==> config.mk <==
export PLATFORM = sky130hd
export DESIGN_NAME = ecc_ram_scrubber
export DESIGN_NICKNAME = d
export VERILOG_FILES = /design/src/rtl/ecc_ram_scrubber.sv
export SDC_FILE = /design/constraint.sdc
export NUM_CORES = 1
export LEC_CHECK = 0
export CAP_MARGIN = 20
export CELL_PAD_IN_SITES_DETAIL_PLACEMENT = 1
export CELL_PAD_IN_SITES_GLOBAL_PLACEMENT = 2
export CORE_MARGIN = 2
export CORE_UTILIZATION = 27
export CTS_CLUSTER_SIZE = 10
export DETAILED_ROUTE_END_ITERATION = 6
export PLACE_DENSITY = 0.92
export REMOVE_ABC_BUFFERS = 1
export SETUP_SLACK_MARGIN = 0.5
export SYNTH_ARGS = -nofsm -noshare
export SYNTH_HDL_FRONTEND = slang
export SYNTH_SLANG_ARGS = --single-unit
==> constraint.sdc <==
create_clock -name clk -period 7.15 [get_ports clk]
set_clock_uncertainty 0.05 [all_clocks]
set_input_delay 1.43 -clock clk [delete_from_list [all_inputs] [get_ports clk]]
set_output_delay 1.43 -clock clk [all_outputs]
set_load 0.005 [all_outputs]
==> src/rtl/ecc_ram_scrubber.sv <==
// ecc_ram_scrubber
//   Background scrubber for one port of the soft ECC RAM. A pass walks every
//   address from 0 to NUM_WORDS-1. For each address it issues a read, waits
//   RAM_RD_LATENCY cycles, then samples ram_q/ram_err:
//     err[1]        -> uncorrectable, counted, no write-back
//     err[0] only   -> correctable, counted, corrected word written back
//   The error counters saturate at all-ones and hold until the next start.
//
// Build option: define SCRUB_LOG_EN to log the address of the first
//   uncorrectable word of a pass. Without it first_bad_* are tied low.
//
// Ports:
//   clk, rst_n            clock, asynchronous active-low reset
//   start                 pulse, begins a pass (only accepted when idle)
//   hold                  pauses the scrubber before the next read issue
//   ram_address/data/wren RAM port driven by the scrubber
//   ram_q, ram_err        RAM read data (already corrected) and err flags
//   busy, done            pass in progress / one-cycle completion pulse
//   corr_count            correctable words seen this pass (saturating)
//   uncorr_count          uncorrectable words seen this pass (saturating)
//   first_bad_addr/vld    first uncorrectable address of the pass
module ecc_ram_scrubber #(
  parameter int NUM_WORDS      = 512,
  parameter int DATA_BITS      = 64,
  parameter int RAM_RD_LATENCY = 4,
  parameter int CNT_WIDTH      = 16,
  localparam int ADDR_WIDTH    = (NUM_WORDS > 2) ? $clog2(NUM_WORDS) : 1
) (
  input  logic                  clk,
  input  logic                  rst_n,
  input  logic                  start,
  input  logic                  hold,
  output logic [ADDR_WIDTH-1:0] ram_address,
  output logic [DATA_BITS-1:0]  ram_data,
  output logic                  ram_wren,
  input  logic [DATA_BITS-1:0]  ram_q,
  input  logic [2:0]            ram_err,
  output logic                  busy,
  output logic                  done,
  output logic [CNT_WIDTH-1:0]  corr_count,
  output logic [CNT_WIDTH-1:0]  uncorr_count,
  output logic [ADDR_WIDTH-1:0] first_bad_addr,
  output logic                  first_bad_vld
);

  localparam int LAT_W = (RAM_RD_LATENCY > 1) ? $clog2(RAM_RD_LATENCY) : 1;
  localparam logic [LAT_W-1:0]      LAT_LOAD  = LAT_W'(RAM_RD_LATENCY - 1);
  localparam logic [ADDR_WIDTH-1:0] LAST_ADDR = ADDR_WIDTH'(NUM_WORDS - 1);

  localparam logic [2:0] S_IDLE  = 3'd0;
  localparam logic [2:0] S_ISSUE = 3'd1;
  localparam logic [2:0] S_WAIT  = 3'd2;
  localparam logic [2:0] S_WRITE = 3'd3;
  localparam logic [2:0] S_DONE  = 3'd4;

  logic [2:0]       state;
  logic [LAT_W-1:0] lat;
  logic             sample;
  logic             at_last;
  logic             unused_err;

  // err[2] carries no meaning for the scrubber
  assign unused_err = ram_err[2];

  // the read issued in ISSUE is valid on the last WAIT cycle
  assign sample  = (state == S_WAIT) && (lat == '0);
  assign at_last = (ram_address == LAST_ADDR);

  // decoded straight from state so that reset drops the write enable at once
  assign ram_wren = (state == S_WRITE);
  assign busy     = (state != S_IDLE);
  assign done     = (state == S_DONE);

  always_ff @(posedge clk or negedge rst_n) begin
    if (!rst_n) begin
      state        <= S_IDLE;
      lat          <= '0;
      ram_address  <= '0;
      ram_data     <= '0;
      corr_count   <= '0;
      uncorr_count <= '0;
    end else begin
      case (state)
        S_IDLE: begin
          if (start) begin
            corr_count   <= '0;
            uncorr_count <= '0;
            ram_address  <= '0;
            state        <= S_ISSUE;
          end
        end
        S_ISSUE: begin
          if (!hold) begin
            lat   <= LAT_LOAD;
            state <= S_WAIT;
          end
        end
        S_WAIT: begin
          if (!sample) begin
            lat <= lat - 1'b1;
          end else if (ram_err[1]) begin
            // uncorrectable wins over correctable when both are flagged
            if (uncorr_count != '1) uncorr_count <= uncorr_count + 1'b1;
            if (at_last) state <= S_DONE;
            else begin
              ram_address <= ram_address + 1'b1;
              state       <= S_ISSUE;
            end
          end else if (ram_err[0]) begin
            if (corr_count != '1) corr_count <= corr_count + 1'b1;
            ram_data <= ram_q;
            state    <= S_WRITE;
          end else begin
            if (at_last) state <= S_DONE;
            else begin
              ram_address <= ram_address + 1'b1;
              state       <= S_ISSUE;
            end
          end
        end
        S_WRITE: begin
          if (at_last) state <= S_DONE;
          else begin
            ram_address <= ram_address + 1'b1;
            state       <= S_ISSUE;
          end
        end
        S_DONE:  state <= S_IDLE;
        default: state <= S_IDLE;
      endcase
    end
  end

`ifdef SCRUB_LOG_EN
  logic [ADDR_WIDTH-1:0] bad_addr;
  logic                  bad_vld;

  always_ff @(posedge clk or negedge rst_n) begin
    if (!rst_n) begin
      bad_addr <= '0;
      bad_vld  <= 1'b0;
    end else if (state == S_IDLE && start) begin
      bad_addr <= '0;
      bad_vld  <= 1'b0;
    end else if (sample && ram_err[1] && !bad_vld) begin
      bad_addr <= ram_address;
      bad_vld  <= 1'b1;
    end
  end

  assign first_bad_addr = bad_addr;
  assign first_bad_vld  = bad_vld;
`else
  assign first_bad_addr = '0;
  assign first_bad_vld  = 1'b0;
`endif

endmodule

After elaboration in Yosys (flattened, before gate mapping):

Index checks and enable logic that the tools add are counted.

* muxes and demuxes: 26
* reductions and logical operators: 13
* equality and inequality tests: 17
* add/sub/neg operators: 4
* bitwise logic cells: 1

Operators by type and width (number)
* 16-bit two-way mux: 8
* 16-bit case mux with 2 select lines: 2
* 9-bit two-way mux: 5
* 16-bit by 1-bit adder with 16-bit output (second input constant): 2
* 16-bit != test (second input constant): 2
* 9-bit case mux with 3 select lines: 1
* 3-bit two-way mux: 6
* 2-bit != test (second input constant): 7
* 3-bit case mux with 4 select lines: 1
* 9-bit by 1-bit adder with 9-bit output (second input constant): 1
* 9-bit == test (second input constant): 1
* 4-bit AND reduction: 2
* 3-bit by 2-bit == test with 1-bit output (second input constant): 2
* 3-bit AND reduction: 2
* 6-bit AND reduction: 1
* 3-bit nonzero test: 2
* 5-bit AND reduction: 1
* 2-bit two-way mux: 2
* 2-bit by 1-bit != test with 1-bit output (second input constant): 2
* 2-bit case mux with 2 select lines: 1
* 2-bit nonzero test: 2
* 3-bit by 1-bit == test with 1-bit output (second input constant): 1
* 3-bit == test (second input constant): 1
* 3-bit zero test: 1
* 5 further kinds: 5

* register bits after elaboration: 110
* output and inout port bits: 118
* logic and storage cells: 67
* input port bits: 71

Depth between registers and ports, before layout:

Gate-level depths: netlist (run 1).

* depth in word-level cells: 6
* mapped depth: 9
* mapped depth without buffers: 9

Least setup slack after synthesis (run 1):

OpenSTA, ideal clock, no wires.

* kind: in2reg
* start: input start
* end: register uncorr_count[9]
* required time: 6976 ps
* slack: 4477 ps
* stages: 5
* setup time: 124 ps
* buffers on the path: 0
* arrival: 2499 ps
* cells stage by stage: mux2_2 -> nand4_1 -> nor3b_1 -> a31oi_1 -> a211o_1

* word-level cells in the longest chain between the ends: 2

RTL lines
* start, declared: line 31 `input logic start,`
* 2-bit != test (no line)
* 5-bit AND reduction (no line)
* end signal, assigned: line 103 `if (uncorr_count != '1) uncorr_count <= uncorr_count + 1'b1;`
* end, declared: line 41 `output logic [CNT_WIDTH-1:0] uncorr_count,`

No other way between the ends.
A chain may end at the register's enable or synchronous reset.

Worst setup path in the final report (run 1):

* start: input ram_err[1]
* end: register corr_count[7]

* word-level cells in the longest chain between the ends: 2

RTL lines
* start, declared: line 37 `input logic [2:0] ram_err,`
* 2-bit != test (no line)
* 6-bit AND reduction (no line)
* end signal, assigned: line 110 `if (corr_count != '1) corr_count <= corr_count + 1'b1;`
* end, declared: line 40 `output logic [CNT_WIDTH-1:0] corr_count,`

No other way between the ends.

==> impl_metrics.py, run 1 <==
metrics = {
    "critical_path": {
        "worstPathArrival_ns": 3.77,
        "startpoint_type": "input port",
        "worstPathCellList": "clkdlybuf4s50_1 -> nand2b_1 -> nor2_4 -> nand2_1 -> or3_1 -> o21ai_0",
        "path_delay_family": "simple AND/OR/NAND/NOR gates",
        "crit_path_end_kind": "flop",
        "crit_path_max_fanout": 33,
        "cp_num_buf_inv": 1,
        "critical_path_class": "in2reg",
        "slowest_delay_ns": 0.67,
        "required_ns": 7.38,
        "worstRegToRegCells": 7,
        "rrSetupSlack_ns": 4.22,
        "r2r-end": "corr_count[7]",
        "slowest_stage": "nor2_4",
        "r2r-start": "lat[0]",
    },
    "grt": {
        "grt_max_degree": 69,
        "antenna_found_initial": 0,
        "grt_pass1_wl_um": 25630,
        "track_usage_pct": 15.94,
        "grt_pass1_vias": 4994,
        "grt_overflow": 0,
    },
    "sta": {
        "rsz0062_at_grt": "no",
        "hold_violations": 0,
        "period_needed_ns": 3.540,
        "drv_slew": 0,
        "finalSetupTns_ns": 0,
        "fmax_mhz": 282.5,
        "tightestPinTransition_ns": 0.9416,
        "final-setup-viol-count": 0,
        "maxSlewHeadroom_pct": 37.16,
        "period_share_pct": 49.51,
    },
    "clock_network": {
        "cts_root_buf": "clkbuf_16",
        "cts_tree": "done",
        "cts_resized": 0,
        "cts_buffers": 9,
        "clk_path_buf_depth": 2,
        "clk_latency_ns": 0.35,
        "cts_sinks": 110,
        "ctsHoldBuffers": 0,
        "postCtsSetupRepairBufs": 0,
        "h-tree-depth": 3,
        "clk_pin_slew_ns": 0.08,
    },
    "placement": {
        "io_buffers": 177,
        "dp.cells": 968,
        "placed_area_um2": 7078,
        "gp_congestion": 0.7486,
        "hpwl_um": 11000,
    },
    "routing": {
        "ant_nets": 0,
        "drtPass1Iterations": 4,
        "vias_per_cell": 4.808,
        "vias": 4731,
        "wl_per_cell_um": 15.81,
        "drc": 0,
        "drt_iter0_drc": 166,
        "wirelength_um": 15560,
    },
    "synthesis": {
        "synth_area_um2": 5141,
        "async_flop_share_pct": 100.0,
        "synth_edf_count": 0,
        "synth_common_cells": "nand2_1, dfrtp_1, o21ai_0",
        "yosysUniqueCellTypes": 54,
        "yosys_warnings": 0,
        "ys.flop_type": "dfrtp_1",
        "yosysSeqAreaShare_pct": 53.54,
        "synth-seq-cells": 110,
        "yosys.area.top_type_share_pct": 53.54,
        "synth_area_leaders": "dfrtp_1, nand2_1, o21ai_0",
        "synth_area_leader_cell": "dfrtp_1",
        "syn_avg_cell_area_um2": 8.834,
        "netlist_instances": 582,
        "synth_most_common_cell": "nand2_1",
    },
    "hold_path": {
        "holdPathStages": 2,
        "hp-start": "ram_data[23]",
        "hp-class": "reg2reg",
        "min_to": "ram_data[23]",
    },
    "power_and_ir_drop": {
        "p_per_area_nw_per_um2": 236.5,
        "ir_drop_v": 0.0001134,
        "leakage_uw": 0.003380,
    },
    "floorplan": {
        "dieWidth_um": 142.0,
        "core_area_um2": 18710,
        "die_h_um": 142.0,
        "start_util_pct": 27.48,
        "die_area_um2": 20160,
        "row_count": 50,
        "num_io_pins": 189,
    },
    "layout": {
        "diodes": 0,
        "nets": 821,
        "fillerInstances": 2156,
        "final_cell_area_um2": 7408,
        "finalNonFillerCells": 984,
        "area_growth_pct": 44.10,
        "final_core_util_pct": 39.61,
        "drive_above_1_share_pct": 4.667,
    },
    "job": {
        "drv_cap": 0,
    },
    "outcome": {
        "outcome": "complete, no violations",
    },
}
==> layer usage <==
metal | GRT usage [%] | wire (µm) | vias up
li1 | - | - | 2279
met3 | 4.845 | 1046 | 16
met1 | 19.73 | 6770 | 2315
met5 | 0 | 0 | -
met4 | 4.684 | 202 | 0
met2 | 26.88 | 7541 | 121
==> worst min-delay path, cell delays in order, from the launching register on <==
cell and delay, ns:
dfrtp_1 0.34, nand2_1 0.05, nand2_1 0.05
==> how the worst max path moves through the flow <==
stage | start | endpoint | slack [ns] | depth (start not counted)
after floorplan | ram_err[1] | corr_count[7] | 2.43 | 5
after global placement | ram_err[1] | corr_count[7] | 3.20 | 6
after detailed placement | ram_err[1] | corr_count[7] | 3.21 | 6
after CTS | ram_err[1] | corr_count[7] | 3.56 | 6
after global routing | ram_err[1] | corr_count[7] | 3.42 | 6
final | ram_err[1] | corr_count[7] | 3.61 | 6
==> placed cells by master, fill, tap and decap left out, types with 3 or more instances in the layout <==
cell,netlist,routed
nand2_1,225,224
clkdlybuf4s50_1,0,176
dfrtp_1,110,110
o21ai_0,30,30
nor2_1,25,23
a21oi_1,16,16
nand3_1,14,14
nand4_1,13,13
conb_1,1,10
clkbuf_16,0,9
inv_1,8,8
and3_1,8,8
a31oi_1,8,8
o211ai_1,6,6
mux2i_1,5,5
ha_1,5,5
mux2_2,4,4
nor2b_1,4,4
nor3_1,4,4
o31ai_1,4,4
or4_1,4,4
nand2b_1,3,3
o22a_1,3,3
or3_1,3,3
a22o_1,3,3
and2_1,3,3
nor4b_1,3,3
buf_4,10,3
==> flip-flops by register name (all words and copies together) (netlist names) <==
register,count
corr_count,16
ram_address,9
state,3
lat,2
uncorr_count,16
ram_data,64
==> through the flow <==
| stage | hold WS, ns | power (µW) | setup WS (ns) |
|---|---|---|---|
| after detailed placement | 0.4118 | 1209 | 3.206 |
| final | 0.4248 | 1752 | 3.610 |
| after floorplan | 0.4197 | 941.6 | 2.428 |
| after global routing | 0.4559 | 1862 | 3.417 |
| after CTS | 0.4304 | 1782 | 3.561 |
| after global placement | 0.4067 | 1198 | 3.201 |
==> area by class of cell <==
type,count,area (µm²),area share [%]
clock buffer,9,225.2,3.040
inverter,8,30.03,0.4053
multi-input combinational,437,2218,29.94
timing repair buffer,179,1784,24.08
clock inverter,7,105.1,1.419
tap,234,292.8,3.952
sequential,110,2753,37.16
==> power breakdown <==
| part | switching (µW) | total, µW | internal [µW] |
|---|---|---|---|
| Clock | 251 | 563 | 313 |
| Combinational | 219 | 438 | 220 |
| Sequential | 61.4 | 750 | 689 |
| Total | 531 | 1750 | 1220 |
==> logic make-up after synthesis <==
| logic type | Yosys count | synth area share [%] |
|---|---|---|
| compound gates | 88 | 10.88 |
| fa+ha+maj | 5 | 1.217 |
| buf+inv | 44 | 4.308 |
| flops | 110 | 53.54 |
| mux | 9 | 1.850 |
| other cells | 1 | 0.07294 |
| simple gates | 325 | 28.13 |
Power figures use the tool's default switching activity.
==> inputs of run 2 (changes only) <==
CORE_UTILIZATION = 23   (was 27)
PLACE_DENSITY = 0.84   (was 0.92)
clock period = 3.2 ns   (was 7.15 ns; I/O delays follow)
==> impl_metrics.py, run 2 (synthesis gave the netlist of run 1 again) <==
metrics = {
    "placement": {
        "io_buffers": 177,
        "placed_area_um2": 7228,
        "gp_congestion": 0.7337,
        "pre_cts_ws_ns": 0.4740,
        "hpwl_um": 11940,
        "dp.cells": 1024,
    },
    "clock_network": {
        "cts_buffers": 9,
        "ctsHoldBuffers": 0,
        "cts_root_buf": "clkbuf_16",
        "clk_pin_slew_ns": 0.08,
        "clk_latency_ns": 0.36,
        "h-tree-depth": 3,
        "cts_sinks": 110,
        "clk_path_buf_depth": 2,
        "cts_tree": "done",
    },
    "critical_path": {
        "crit_path_end_kind": "output port",
        "worstRegToRegCells": 9,
        "worstPathArrival_ns": 1.86,
        "required_ns": 2.51,
        "rrSetupSlack_ns": 0.66,
        "r2r-start": "ram_address[0]",
        "crit_path_max_fanout": 10,
        "r2r-end": "ram_address[7]",
        "startpoint_type": "flop",
        "critical_path_class": "reg2out",
    },
    "floorplan": {
        "die_area_um2": 23570,
        "dieWidth_um": 153.5,
        "num_io_pins": 189,
        "core_area_um2": 21890,
        "die_h_um": 153.5,
        "start_util_pct": 23.49,
        "row_count": 54,
    },
    "grt": {
        "antenna_found_initial": 1,
        "grt_overflow": 0,
        "grt_max_degree": 67,
        "grt_pass1_wl_um": 26840,
        "grt_pass1_vias": 4893,
        "track_usage_pct": 14.20,
    },
    "job": {
        "drv_cap": 0,
    },
    "layout": {
        "mostFrequentLayoutCells": "nand2_1, clkdlybuf4s50_1, dfrtp_1",
        "top_regs": "ram_data x64, corr_count x16, uncorr_count x16",
        "largest_register": "ram_data",
        "multi_input_area_um2": 2220,
        "final_cell_area_um2": 7541,
        "nets": 831,
        "regArea_um2": 2754,
        "final_common_cell": "nand2_1",
        "diodes": 0,
        "area_growth_pct": 46.68,
        "largest_register_ffs": 64,
        "drive_above_1_share_pct": 5.929,
        "final_core_util_pct": 34.45,
        "finalNonFillerCells": 1039,
        "fillerInstances": 2532,
    },
    "power_and_ir_drop": {
        "ir_drop_v": 0.0002262,
        "leakage_uw": 0.003410,
        "power_uw": 3893,
        "p_per_area_nw_per_um2": 516.2,
    },
    "outcome": {
        "outcome": "complete, no violations",
    },
    "sta": {
        "rsz0062_at_grt": "no",
        "tightestPinTransition_ns": 0.8866,
        "hold_violations": 0,
        "layout_setup_ws_ns": 0.6542,
        "drv_slew": 0,
        "period_share_pct": 79.56,
        "fmax_mhz": 392.8,
        "period_needed_ns": 2.546,
        "maxSlewHeadroom_pct": 40.89,
        "final-setup-viol-count": 0,
    },
    "routing": {
        "vias_per_cell": 4.609,
        "wl_per_cell_um": 16.00,
        "drc": 0,
        "wirelength_um": 16630,
        "ant_nets": 0,
        "vias": 4789,
        "drtPass1Iterations": 4,
        "drt_iter0_drc": 208,
    },
    "hold_path": {
        "hp-class": "in2async",
    },
}
## run 2: final cells by class
cell class                      count  share of cell area [%]
Clock inverter                      6                   1.029
Tap cell                          280                   4.646
Timing Repair Buffer              189                   24.99
Clock buffer                        9                   2.987
Inverter                            8                  0.3982
Sequential cell                   110                   36.52
Multi-Input combinational cell    437                   29.43
## run 2: how the worst max path moves through the flow
stage	startpoint	depth (start not counted)	to	slack [ns]
finish	state[2]	4	ram_wren	0.65
floorplan	lat[0]	7	corr_count[7]	-0.86
detailed placement	ram_err[1]	6	ram_address[7]	0.47
global placement	ram_err[1]	6	ram_address[7]	0.49
global route	ram_address[0]	9	ram_address[6]	0.53
CTS	state[1]	3	ram_wren	0.51
## run 2: report_power, final
| part | total, µW | internal (µW) | switching [µW] | leakage, µW |
|---|---|---|---|---|
| clock network | 1190 | 620 | 570 | 0.000146 |
| registers | 1680 | 1540 | 139 | 0.00148 |
| logic | 1020 | 527 | 495 | 0.00178 |
## run 2: routing by layer
layer,vias to the layer above,part of all wire [%],global-route usage [%]
met2,90,49,23.68
met4,2,2.3,5.723
li1,2302,-,-
met1,2375,44,17.76
met5,-,0.078,0
met3,20,4.9,3.298
## run 2: timing repair
item	in CTS	in global routing
setup endpoints to repair	0	5
setup buffers	0	0
resized for setup	0	3
## run 2: through the flow
stage	TNS, ns	hold WS (ns)
floorplan	-17.11	0.2944
global placement	0	0.4066
detailed placement	0	0.4122
CTS	0	0.3903
global route	0	0.4157
finish	0	0.3628
## run 2: worst max-delay path, stage by stage, from the launching register on
cell and delay [ns]:
dfrtp_1 0.47, inv_1 0.11, nand2_1 0.21, nor2_1 0.19, clkdlybuf4s50_1 0.52
==> inputs of run 3 (changes only) <==
CORE_UTILIZATION = 25   (was 23)
PLACE_DENSITY = 0.87   (was 0.84)
clock period = 2.55 ns   (was 3.2 ns; I/O delays follow)
==> impl_metrics.py, run 3 (synthesis gave the netlist of run 1 again) <==
metrics = {
    "outcome": {
        "outcome": "complete, no violations",
    },
    "clock_network": {
        "cts_tree": "done",
        "h-tree-depth": 3,
        "cts_sinks": 110,
        "clk_pin_slew_ns": 0.08,
        "ctsHoldBuffers": 0,
        "clk_path_buf_depth": 2,
        "cts_buffers": 9,
        "clk_latency_ns": 0.36,
        "cts_root_buf": "clkbuf_16",
    },
    "layout": {
        "nets": 867,
        "top_regs": "ram_data x64, corr_count x16, uncorr_count x16",
        "area_growth_pct": 55.07,
        "regArea_um2": 2768,
        "drive_above_1_share_pct": 14.95,
        "final_core_util_pct": 39.40,
        "largest_register": "ram_data",
        "mostFrequentLayoutCells": "nand2_1, clkdlybuf4s50_1, dfrtp_1",
        "final_cell_area_um2": 7973,
        "final_common_cell": "nand2_1",
        "diodes": 0,
        "multi_input_area_um2": 2382,
        "fillerInstances": 2339,
        "largest_register_ffs": 64,
    },
    "routing": {
        "ant_nets": 0,
        "vias": 4936,
        "drc": 0,
        "vias_per_cell": 4.630,
        "drt_iter0_drc": 129,
        "wirelength_um": 16950,
        "drtPass1Iterations": 4,
        "wl_per_cell_um": 15.90,
    },
    "sta": {
        "final-setup-viol-count": 0,
        "tightestPinTransition_ns": 0.6460,
        "period_share_pct": 88.07,
        "layout_setup_ws_ns": 0.3042,
        "finalSetupTns_ns": 0,
        "maxSlewHeadroom_pct": 56.94,
        "fmax_mhz": 445.3,
        "rsz0062_at_grt": "yes",
        "drv_slew": 0,
        "hold_violations": 0,
        "period_needed_ns": 2.246,
    },
    "critical_path": {
        "critical_path_class": "reg2reg",
        "worstPathArrival_ns": 2.45,
        "required_ns": 2.75,
        "crit_path_end_kind": "flop",
        "crit_path_max_fanout": 5,
        "startpoint_type": "flop",
    },
    "power_and_ir_drop": {
        "p_per_area_nw_per_um2": 637.2,
        "ir_drop_v": 0.0003414,
        "leakage_uw": 0.003601,
    },
    "placement": {
        "placed_area_um2": 7311,
        "io_buffers": 177,
        "hpwl_um": 11360,
        "pre_cts_ws_ns": 0.02040,
        "gp_congestion": 0.7728,
    },
    "floorplan": {
        "die_h_um": 147.4,
        "row_count": 52,
        "core_area_um2": 20230,
        "dieWidth_um": 147.4,
        "num_io_pins": 189,
        "die_area_um2": 21730,
        "start_util_pct": 25.41,
    },
    "grt": {
        "grt_pass1_wl_um": 27120,
        "antenna_found_initial": 0,
        "grt_max_degree": 111,
        "grt_pass1_vias": 5052,
        "track_usage_pct": 15.57,
        "grt_overflow": 0,
    },
    "hold_path": {
        "hp-class": "in2async",
    },
    "job": {
        "drv_cap": 0,
    },
}
run 3: cell count changes in the layout (fill, tap and decap cells not counted), sizes merged:
cell,previous run,this run
dlygate4sd2,0,2
a211o,2,3
clkdlybuf4s50,176,172
buf,13,48
dlymetal6s2s,0,1
clkbuf,9,10
clkinv,1,3
bufinv,1,0
run 3: what timing repair did:
action	in CTS	in global routing
setup endpoints to repair	17	37
cloned	1	0
gates resized for setup	30	28
pin swaps	8	6
setup buffers	15	9
run 3: path summary, 6_finish.rpt:
| kind | start | endpoint | slack (ns) | cells after the start |
|---|---|---|---|---|
| max | ram_address[0] | ram_address[7] | 0.30 | 9 |
| min | rst_n | ram_data[0] | 0.15 | 2 |
| max reg2reg | ram_address[0] | ram_address[7] | 0.30 | 9 |
| min reg2reg | ram_data[49] | ram_data[49] | 0.43 | 2 |
| max in group asynchronous | rst_n | uncorr_count[5] | 1.76 | 2 |
| min in group clk | ram_data[49] | ram_data[49] | 0.43 | 2 |
run 3: layout make-up:
| class | count | area share [%] |
|---|---|---|
| Timing Repair Buffer | 224 | 27.02 |
| Multi-Input combinational cell | 438 | 29.88 |
| Inverter | 8 | 0.3766 |
| Sequential cell | 110 | 34.71 |
| Tap cell | 270 | 4.237 |
| Clock inverter | 7 | 0.9416 |
| Clock buffer | 9 | 2.825 |
run 3: worst max-delay path: stages (launching register included):
cell      delay [ns]
dfrtp_1         0.39
ha_2            0.20
and3_4          0.15
and3_4          0.17
and3_4          0.18
ha_4            0.16
nand2b_4        0.15
a211o_4         0.37
o21bai_1        0.17
a21o_1          0.15
run 3: stage by stage:
step / hold slack [ns] / std cells / power, µW
floorplan: 0.1644 / 555 / 2640
global placement: 0.4061 / 1025 / 3434
detailed placement: 0.4109 / 1025 / 3466
CTS: 0.2086 / 1057 / 5061
global route: 0.1947 / 1066 / 5396
finish: 0.1543 / 1066 / 5080
run 3: where the power goes:
group	internal [µW]	switching, µW	total, µW
clock network	695	747	1440
registers	1940	141	2080
logic	799	762	1560
run 3: metal layers:
layer	GRT usage [%]	share of wire, %
met3	5.000	5.6
met5	0	0
met4	2.644	0.76
met2	26.92	51
met1	19.37	43
